`config.mk`:
```
export PLATFORM = sky130hd
export DESIGN_NAME = vector_k_axi_rd
export DESIGN_NICKNAME = d
export VERILOG_FILES = /design/src/rtl/vk_axi_pkg.sv /design/src/rtl/vk_search_tracker.sv /design/src/rtl/vector_k_axi_rd.sv
export SDC_FILE = /design/constraint.sdc
export NUM_CORES = 1
export LEC_CHECK = 0
export ABC_AREA = 1
export CORE_MARGIN = 2
export CORE_UTILIZATION = 56
export CTS_BUF_LIST = sky130_fd_sc_hd__clkbuf_4
export DETAILED_ROUTE_END_ITERATION = 16
export PLACE_DENSITY_LB_ADDON = 0.3
export SYNTH_ARGS = -nofsm -noshare
export SYNTH_HDL_FRONTEND = slang
export SYNTH_SLANG_ARGS = --single-unit
```
`constraint.sdc`:
```
create_clock -name s_axi_aclk -period 10.8 [get_ports s_axi_aclk]
set_input_delay 2.16 -clock s_axi_aclk [delete_from_list [all_inputs] [get_ports s_axi_aclk]]
set_output_delay 2.16 -clock s_axi_aclk [all_outputs]
set_load 0.03 [all_outputs]
```
`src/rtl/vk_axi_pkg.sv`:
```
// Shared definitions for the vector-search AXI-Lite read responder:
// register map, memory window, response codes, FSM encoding and address decode.
package vk_axi_pkg;

    localparam logic [15:0] REG_STATUS = 16'h0000;
    localparam logic [15:0] REG_WINNER = 16'h0004;
    localparam logic [15:0] REG_SCORE  = 16'h0008;
    localparam logic [15:0] REG_CYCLES = 16'h000C;

    // Vector memory window 0x2000-0x3FFF: the top three offset bits equal 3'b001
    localparam logic [15:0] MEM_BASE = 16'h2000;
    localparam logic [15:0] MEM_MASK = 16'hE000;

    localparam logic [1:0] RESP_OKAY   = 2'b00;
    localparam logic [1:0] RESP_SLVERR = 2'b10;

    localparam logic [1:0] ST_IDLE     = 2'd0;
    localparam logic [1:0] ST_MEM_WAIT = 2'd1;
    localparam logic [1:0] ST_RESP     = 2'd2;

    typedef enum logic [2:0] {
        DEC_STATUS,
        DEC_WINNER,
        DEC_SCORE,
        DEC_CYCLES,
        DEC_MEM,
        DEC_BAD
    } dec_e;

    // Classify a 16-bit read offset; register offsets must match exactly
    function automatic dec_e decode_addr(input logic [15:0] a);
        dec_e d;
        d = DEC_BAD;
        if ((a & MEM_MASK) == MEM_BASE) begin
            d = DEC_MEM;
        end else begin
            case (a)
                REG_STATUS: d = DEC_STATUS;
                REG_WINNER: d = DEC_WINNER;
                REG_SCORE:  d = DEC_SCORE;
                REG_CYCLES: d = DEC_CYCLES;
                default:    d = DEC_BAD;
            endcase
        end
        return d;
    endfunction

endpackage

```
`src/rtl/vk_search_tracker.sv`:
```
// Watches the search core's busy line: counts busy cycles and snapshots the
// result on the falling edge. done is sticky until a STATUS read clears it.
module vk_search_tracker
    import vk_axi_pkg::*;
(
    input  logic        clk,
    input  logic        rst,
    input  logic        busy,
    input  logic [7:0]  winner_id,
    input  logic [31:0] max_score,
    input  logic        clr_done,
    output logic        done,
    output logic [7:0]  winner_sh,
    output logic [31:0] score_sh,
    output logic [31:0] cycles_sh
);

    logic        busy_q,   busy_d;
    logic [31:0] counter_q, counter_d;
    logic        done_q,   done_d;
    logic [7:0]  winner_q, winner_d;
    logic [31:0] score_q,  score_d;
    logic [31:0] cycles_q, cycles_d;
    logic        rise, fall;

    assign rise = busy & ~busy_q;
    assign fall = ~busy & busy_q;

    // Edge detection, saturating cycle count and shadow capture; a fall beats a clear
    always_comb begin
        busy_d    = busy;
        counter_d = counter_q;
        done_d    = done_q;
        winner_d  = winner_q;
        score_d   = score_q;
        cycles_d  = cycles_q;
        if (rise) begin
            counter_d = 32'd1;
        end else if (busy && busy_q && (counter_q != 32'hFFFF_FFFF)) begin
            counter_d = counter_q + 32'd1;
        end
        if (fall) begin
            winner_d = winner_id;
            score_d  = max_score;
            cycles_d = counter_q;
            done_d   = 1'b1;
        end else if (clr_done) begin
            done_d = 1'b0;
        end
    end

    // Tracker state registers
    always_ff @(posedge clk or posedge rst) begin
        if (rst) begin
            busy_q    <= 1'b0;
            counter_q <= 32'd0;
            done_q    <= 1'b0;
            winner_q  <= 8'd0;
            score_q   <= 32'd0;
            cycles_q  <= 32'd0;
        end else begin
            busy_q    <= busy_d;
            counter_q <= counter_d;
            done_q    <= done_d;
            winner_q  <= winner_d;
            score_q   <= score_d;
            cycles_q  <= cycles_d;
        end
    end

    assign done      = done_q;
    assign winner_sh = winner_q;
    assign score_sh  = score_q;
    assign cycles_sh = cycles_q;

endmodule

```
`src/rtl/vector_k_axi_rd.sv`:
```
// AXI4-Lite read responder for the vector-search core: status/result registers
// plus a 64-bit vector RAM readback window, one read outstanding at a time.
module vector_k_axi_rd
    import vk_axi_pkg::*;
#(
    parameter int MEM_AW     = 10,
    parameter int MEM_RD_LAT = 1
) (
    input  logic              s_axi_aclk,
    input  logic              s_axi_areset,
    input  logic [31:0]       s_axi_araddr,
    input  logic              s_axi_arvalid,
    output logic              s_axi_arready,
    output logic [31:0]       s_axi_rdata,
    output logic [1:0]        s_axi_rresp,
    output logic              s_axi_rvalid,
    input  logic              s_axi_rready,
    output logic              mem_rd_en,
    output logic [MEM_AW-1:0] mem_rd_addr,
    input  logic [63:0]       mem_rd_data,
    input  logic              busy,
    input  logic [7:0]        winner_id,
    input  logic [31:0]       max_score
);

    localparam logic [1:0] WAIT_INIT = 2'(MEM_RD_LAT - 1);

    logic [1:0]        state_q,    state_d;
    logic [31:0]       rdata_q,    rdata_d;
    logic [1:0]        rresp_q,    rresp_d;
    logic              half_q,     half_d;
    logic [1:0]        wait_q,     wait_d;
    logic [MEM_AW-1:0] mem_addr_q, mem_addr_d;

    logic              ar_hs;
    dec_e              dec;
    logic [MEM_AW-1:0] mem_idx;
    logic              done;
    logic [7:0]        winner_sh;
    logic [31:0]       score_sh;
    logic [31:0]       cycles_sh;
    logic              unused_addr_bits;

    assign unused_addr_bits = ^{s_axi_araddr[31:16], s_axi_araddr[1:0]};

    assign dec     = decode_addr(s_axi_araddr[15:0]);
    assign ar_hs   = (state_q == ST_IDLE) && s_axi_arvalid;
    assign mem_idx = s_axi_araddr[MEM_AW+2:3];

    // RAM strobe is issued in the handshake cycle itself so data lands MEM_RD_LAT cycles later
    assign mem_rd_en   = ar_hs && (dec == DEC_MEM);
    assign mem_rd_addr = mem_rd_en ? mem_idx : mem_addr_q;

    assign s_axi_arready = (state_q == ST_IDLE);
    assign s_axi_rvalid  = (state_q == ST_RESP);
    assign s_axi_rdata   = rdata_q;
    assign s_axi_rresp   = rresp_q;

    vk_search_tracker u_tracker (
        .clk       (s_axi_aclk),
        .rst       (s_axi_areset),
        .busy      (busy),
        .winner_id (winner_id),
        .max_score (max_score),
        .clr_done  (ar_hs && (dec == DEC_STATUS)),
        .done      (done),
        .winner_sh (winner_sh),
        .score_sh  (score_sh),
        .cycles_sh (cycles_sh)
    );

    // Read FSM: decode on handshake, wait out RAM latency, hold response until rready
    always_comb begin
        state_d    = state_q;
        rdata_d    = rdata_q;
        rresp_d    = rresp_q;
        half_d     = half_q;
        wait_d     = wait_q;
        mem_addr_d = mem_addr_q;
        case (state_q)
            ST_IDLE: begin
                if (ar_hs) begin
                    if (dec == DEC_MEM) begin
                        state_d    = ST_MEM_WAIT;
                        half_d     = s_axi_araddr[2];
                        wait_d     = WAIT_INIT;
                        mem_addr_d = mem_idx;
                    end else begin
                        state_d = ST_RESP;
                        rresp_d = RESP_OKAY;
                        case (dec)
                            DEC_STATUS: rdata_d = {30'b0, done, busy};
                            DEC_WINNER: rdata_d = {24'b0, winner_sh};
                            DEC_SCORE:  rdata_d = score_sh;
                            DEC_CYCLES: rdata_d = cycles_sh;
                            default: begin
                                rdata_d = 32'd0;
                                rresp_d = RESP_SLVERR;
                            end
                        endcase
                    end
                end
            end
            ST_MEM_WAIT: begin
                if (wait_q == 2'd0) begin
                    rdata_d = half_q ? mem_rd_data[63:32] : mem_rd_data[31:0];
                    rresp_d = RESP_OKAY;
                    state_d = ST_RESP;
                end else begin
                    wait_d = wait_q - 2'd1;
                end
            end
            ST_RESP: begin
                if (s_axi_rready) begin
                    state_d = ST_IDLE;
                end
            end
            default: state_d = ST_IDLE;
        endcase
    end

    // FSM and response registers
    always_ff @(posedge s_axi_aclk or posedge s_axi_areset) begin
        if (s_axi_areset) begin
            state_q    <= ST_IDLE;
            rdata_q    <= 32'd0;
            rresp_q    <= RESP_OKAY;
            half_q     <= 1'b0;
            wait_q     <= 2'd0;
            mem_addr_q <= '0;
        end else begin
            state_q    <= state_d;
            rdata_q    <= rdata_d;
            rresp_q    <= rresp_d;
            half_q     <= half_d;
            wait_q     <= wait_d;
            mem_addr_q <= mem_addr_d;
        end
    end

endmodule

```
==> key figures <==
Die
  • I/O pin total: 188
  • Die area: 0.0155 mm^2
  • Die width: ~120 um
  • Initial Utilization: 56.5%
  • Core Rows: 44
  • Die height: 124 um
  • Area of the core: around 0.014 mm^2

CTS
  • Hold-fix buffers at CTS: 0
  • CTS H-tree lvls: 4
  • Worst-Skew Late Latency: 0.57 ns
  • Clock Path Buffers: 2
  • Total CTS buffers: 17
  • Clock sinks: 154
  • Postcts setup bufs: 0
  • CTS tree: built
  • Resized Gates After CTS: 0
  • Clock tree root buffer cell: clkbuf_4
  • Clock-pin slew on the worst setup and hold paths: 0.12 ns

Worst setup path
  • R2R cell count: 11
  • Crit path launch: s_axi_araddr[15]
  • Setup crit end: mem_rd_addr[0]
  • CP max stage delay: approximately 0.74 ns
  • Critical Path RT: 8.64 ns
  • Arrival time at the worst endpoint: 4.91 ns
  • CP Max Fanout: 13
  • CP cell instances: clkdlybuf4s50_1 -> nor2_1 -> nand3_1 -> nor2_1 -> inv_1 -> o21ai_0 -> clkdlybuf4s50_1
  • Critical register-to-register path startpoint: state_q[0]
  • Startpoint types: input port
  • Slowest CP cell: clkdlybuf4s50_1
  • R2R Setup Slk: 7.59 ns
  • Critical path type: input port to output port
  • Crit path max-delay family: buffers and inverters
  • Critical path endpoint category: output port
  • CP bufs+invs: 3
  • R2r endpoint: s_axi_rdata[29]
  • Stages on the worst setup path: 7

Power
  • PD cells: around 140 mW/mm^2
  • Lkg Pwr: 4.76 nW
  • Peak supply drop: approximately 0.08 mV

STA
  • Relative slew margins: 25.7%
  • Final setup vio count: 0
  • Clk_skew: around 0.014 ns
  • TNS Setup: 0 ns
  • Final min period: 7.07 ns
  • Tcrit/Tclk final: 65.5%
  • Fin. Hold Viols: 0
  • Worst-Margin Slew: 1.11 ns
  • RSZ-0062 raised after global routing: false
  • Highest clock rate: 141 MHz
  • Max-slew violation count: 0

Global route
  • Global-route wire length before repair: 35900 um
  • Largest net degree at the start of global routing: 101
  • Grt total ovfl: 0
  • Met1 Use GR: 41.2%
  • Initial antenna violation count: 0
  • Number of global-route vias before repair: just over 7000
  • Grt met3 use: 6.79%
  • GRT met2 Usage: 43.5%
  • Gr usage total: 28.6%
  • Busiest layer in global routing: met2

Logic synthesis
  • Syn Std Cell Area: 0.00812 mm^2
  • Synthesized flop and latch total: around 150
  • Mapped Nets: 1250
  • Avg Cell Area, Syn: 7.34 um^2
  • Synth cell types: 30
  • Cells after Synth: between 1000 and 1500
  • Yosys warns: 0
  • Seq/Total Area, Yosys: 47.5%

Final layout
  • Multi-input logic area: 0.00368 mm^2
  • Most frequent cells in the layout: nand2_1 (376), clkdlybuf4s50_1 (170), dfrtp_1 (154)
  • Most common cell after layout, fill and taps aside: nand2_1
  • Area Overhead vs Synth: 24.6%
  • Register Area: 0.00385 mm^2
  • # nets final: 1389
  • FILL cells: 1181
  • Ant. Diodes: 0
  • Fraction of layout cells with a size suffix above 1: 6.04%
  • Finished Cell Area: about 0.010 mm^2

Detailed routing
  • Drt pass-1 iters: 6
  • DRT antenna net count: 0
  • DRC viols: 0
  • WL/cell: about 15 um
  • Final wirelength: 21500 um
  • Initial DRC count: 670
  • Vias per cell: 5.28
  • Vias post-DR: 7617

Placed design
  • Routability cong.: 0.959
  • Placed Area: 0.00981 mm^2
  • HPWL Detailed: 15500 um
  • # port buffers: 170

Min path
  • Hold Path Class: register to register

Status
  • Outcome: complete, no violations

Flow run
  • Max-Cap Viols: 0
==> worst min-delay path by stage <==
stage                              start  cells past startpoint  slack, ns              to
final                      mem_addr_q[4]                      2       0.49   mem_addr_q[4]
after global routing      s_axi_rdata[5]                      2       0.51  s_axi_rdata[5]
after CTS                  mem_addr_q[1]                      2       0.49   mem_addr_q[1]
after detailed placement   mem_addr_q[1]                      2       0.46   mem_addr_q[1]
after global placement     mem_addr_q[8]                      2       0.45   mem_addr_q[8]
after floorplan           u_tracker.done                      2       0.44  u_tracker.done
==> area by class of cell <==
type                            count  area share (%)
Inverter                           85            3.20
Sequential cell                   154            38.1
Tap cell                          184            2.28
Multi-Input combinational cell    815            36.4
Clock buffer                       18            1.34
Clock inverter                     14            1.67
Timing Repair Buffer              173            17.0
==> metrics by stage <==
stage	hold WS [ns]	worst slack [ns]	utilization, %	power, mW	std cells
3_5_place_dp	0.460	3.76	68.3	1.09	1411
6_report	0.486	3.73	70.4	1.45	1443
4_1_cts	0.490	3.75	70.4	1.46	1443
5_1_grt	0.509	3.40	70.4	1.53	1443
3_3_place_gp	0.452	3.78	68.3	1.08	1411
2_1_floorplan	0.442	4.49	-	0.926	1107
==> state kept, by name, indices dropped and copies added (netlist names) <==
signal	cells
u_tracker.done	1
s_axi_rresp	1
mem_addr_q	10
u_tracker.winner_sh	8
s_axi_rdata	32
u_tracker.cycles_sh	32
state_q	2
u_tracker.busy_q	1
u_tracker.score_sh	32
half_q	1
wait_q	2
u_tracker.counter_q	32
==> synth_stat cells (all sizes together) <==
cell type | n | area (um^2)
nand2 | 382 | 1460
nand3 | 73 | 388
nand4 | 9 | 56.3
nor3 | 15 | 85.1
a31oi | 1 | 6.26
inv | 85 | 319
nor2 | 159 | 622
o21ai | 117 | 586
a21oi | 23 | 115
buf | 33 | 199
xor2 | 13 | 114
clkbuf | 20 | 75.1
ha | 2 | 25.0
and2 | 1 | 6.26
mux2 | 18 | 203
o31ai | 1 | 7.51
dfrtp | 154 | 3850
conb | 1 | 3.75
==> metal layers <==
metal | share of wire (%) | vias up
li1 | - | 3790
met1 | 47 | 3527
met2 | 45 | 258
met3 | 5.9 | 42
met4 | 2.4 | 0
met5 | 0 | -
==> kinds of logic after synthesis <==
group	count (synthesis)	synth area share [%]
muxes	18	2.50
xor gates and xnor gates	13	1.40
AOI/OAI and AO/OA	142	8.80
buffers and inverters	138	7.30
and+or+nand+nor	639	32.2
other	1	0.0462
DFF	154	47.5
adders and majority gates	2	0.308
==> worst register-to-register path, delay by kind of cell (launching register included) <==
family | cells | cell delay, ns
buf+inv | 5 | 1.98
flops | 1 | 0.43
simple gates | 6 | 0.70
==> power breakdown <==
group / internal, mW / leakage (nW) / switching [mW]
combinational: 0.150 / 2.61 / 0.243
sequential: 0.637 / 2.00 / 0.0456
clock: 0.164 / 0.153 / 0.215
total: 0.951 / 4.76 / 0.503
(Power assumes the default switching activity.)
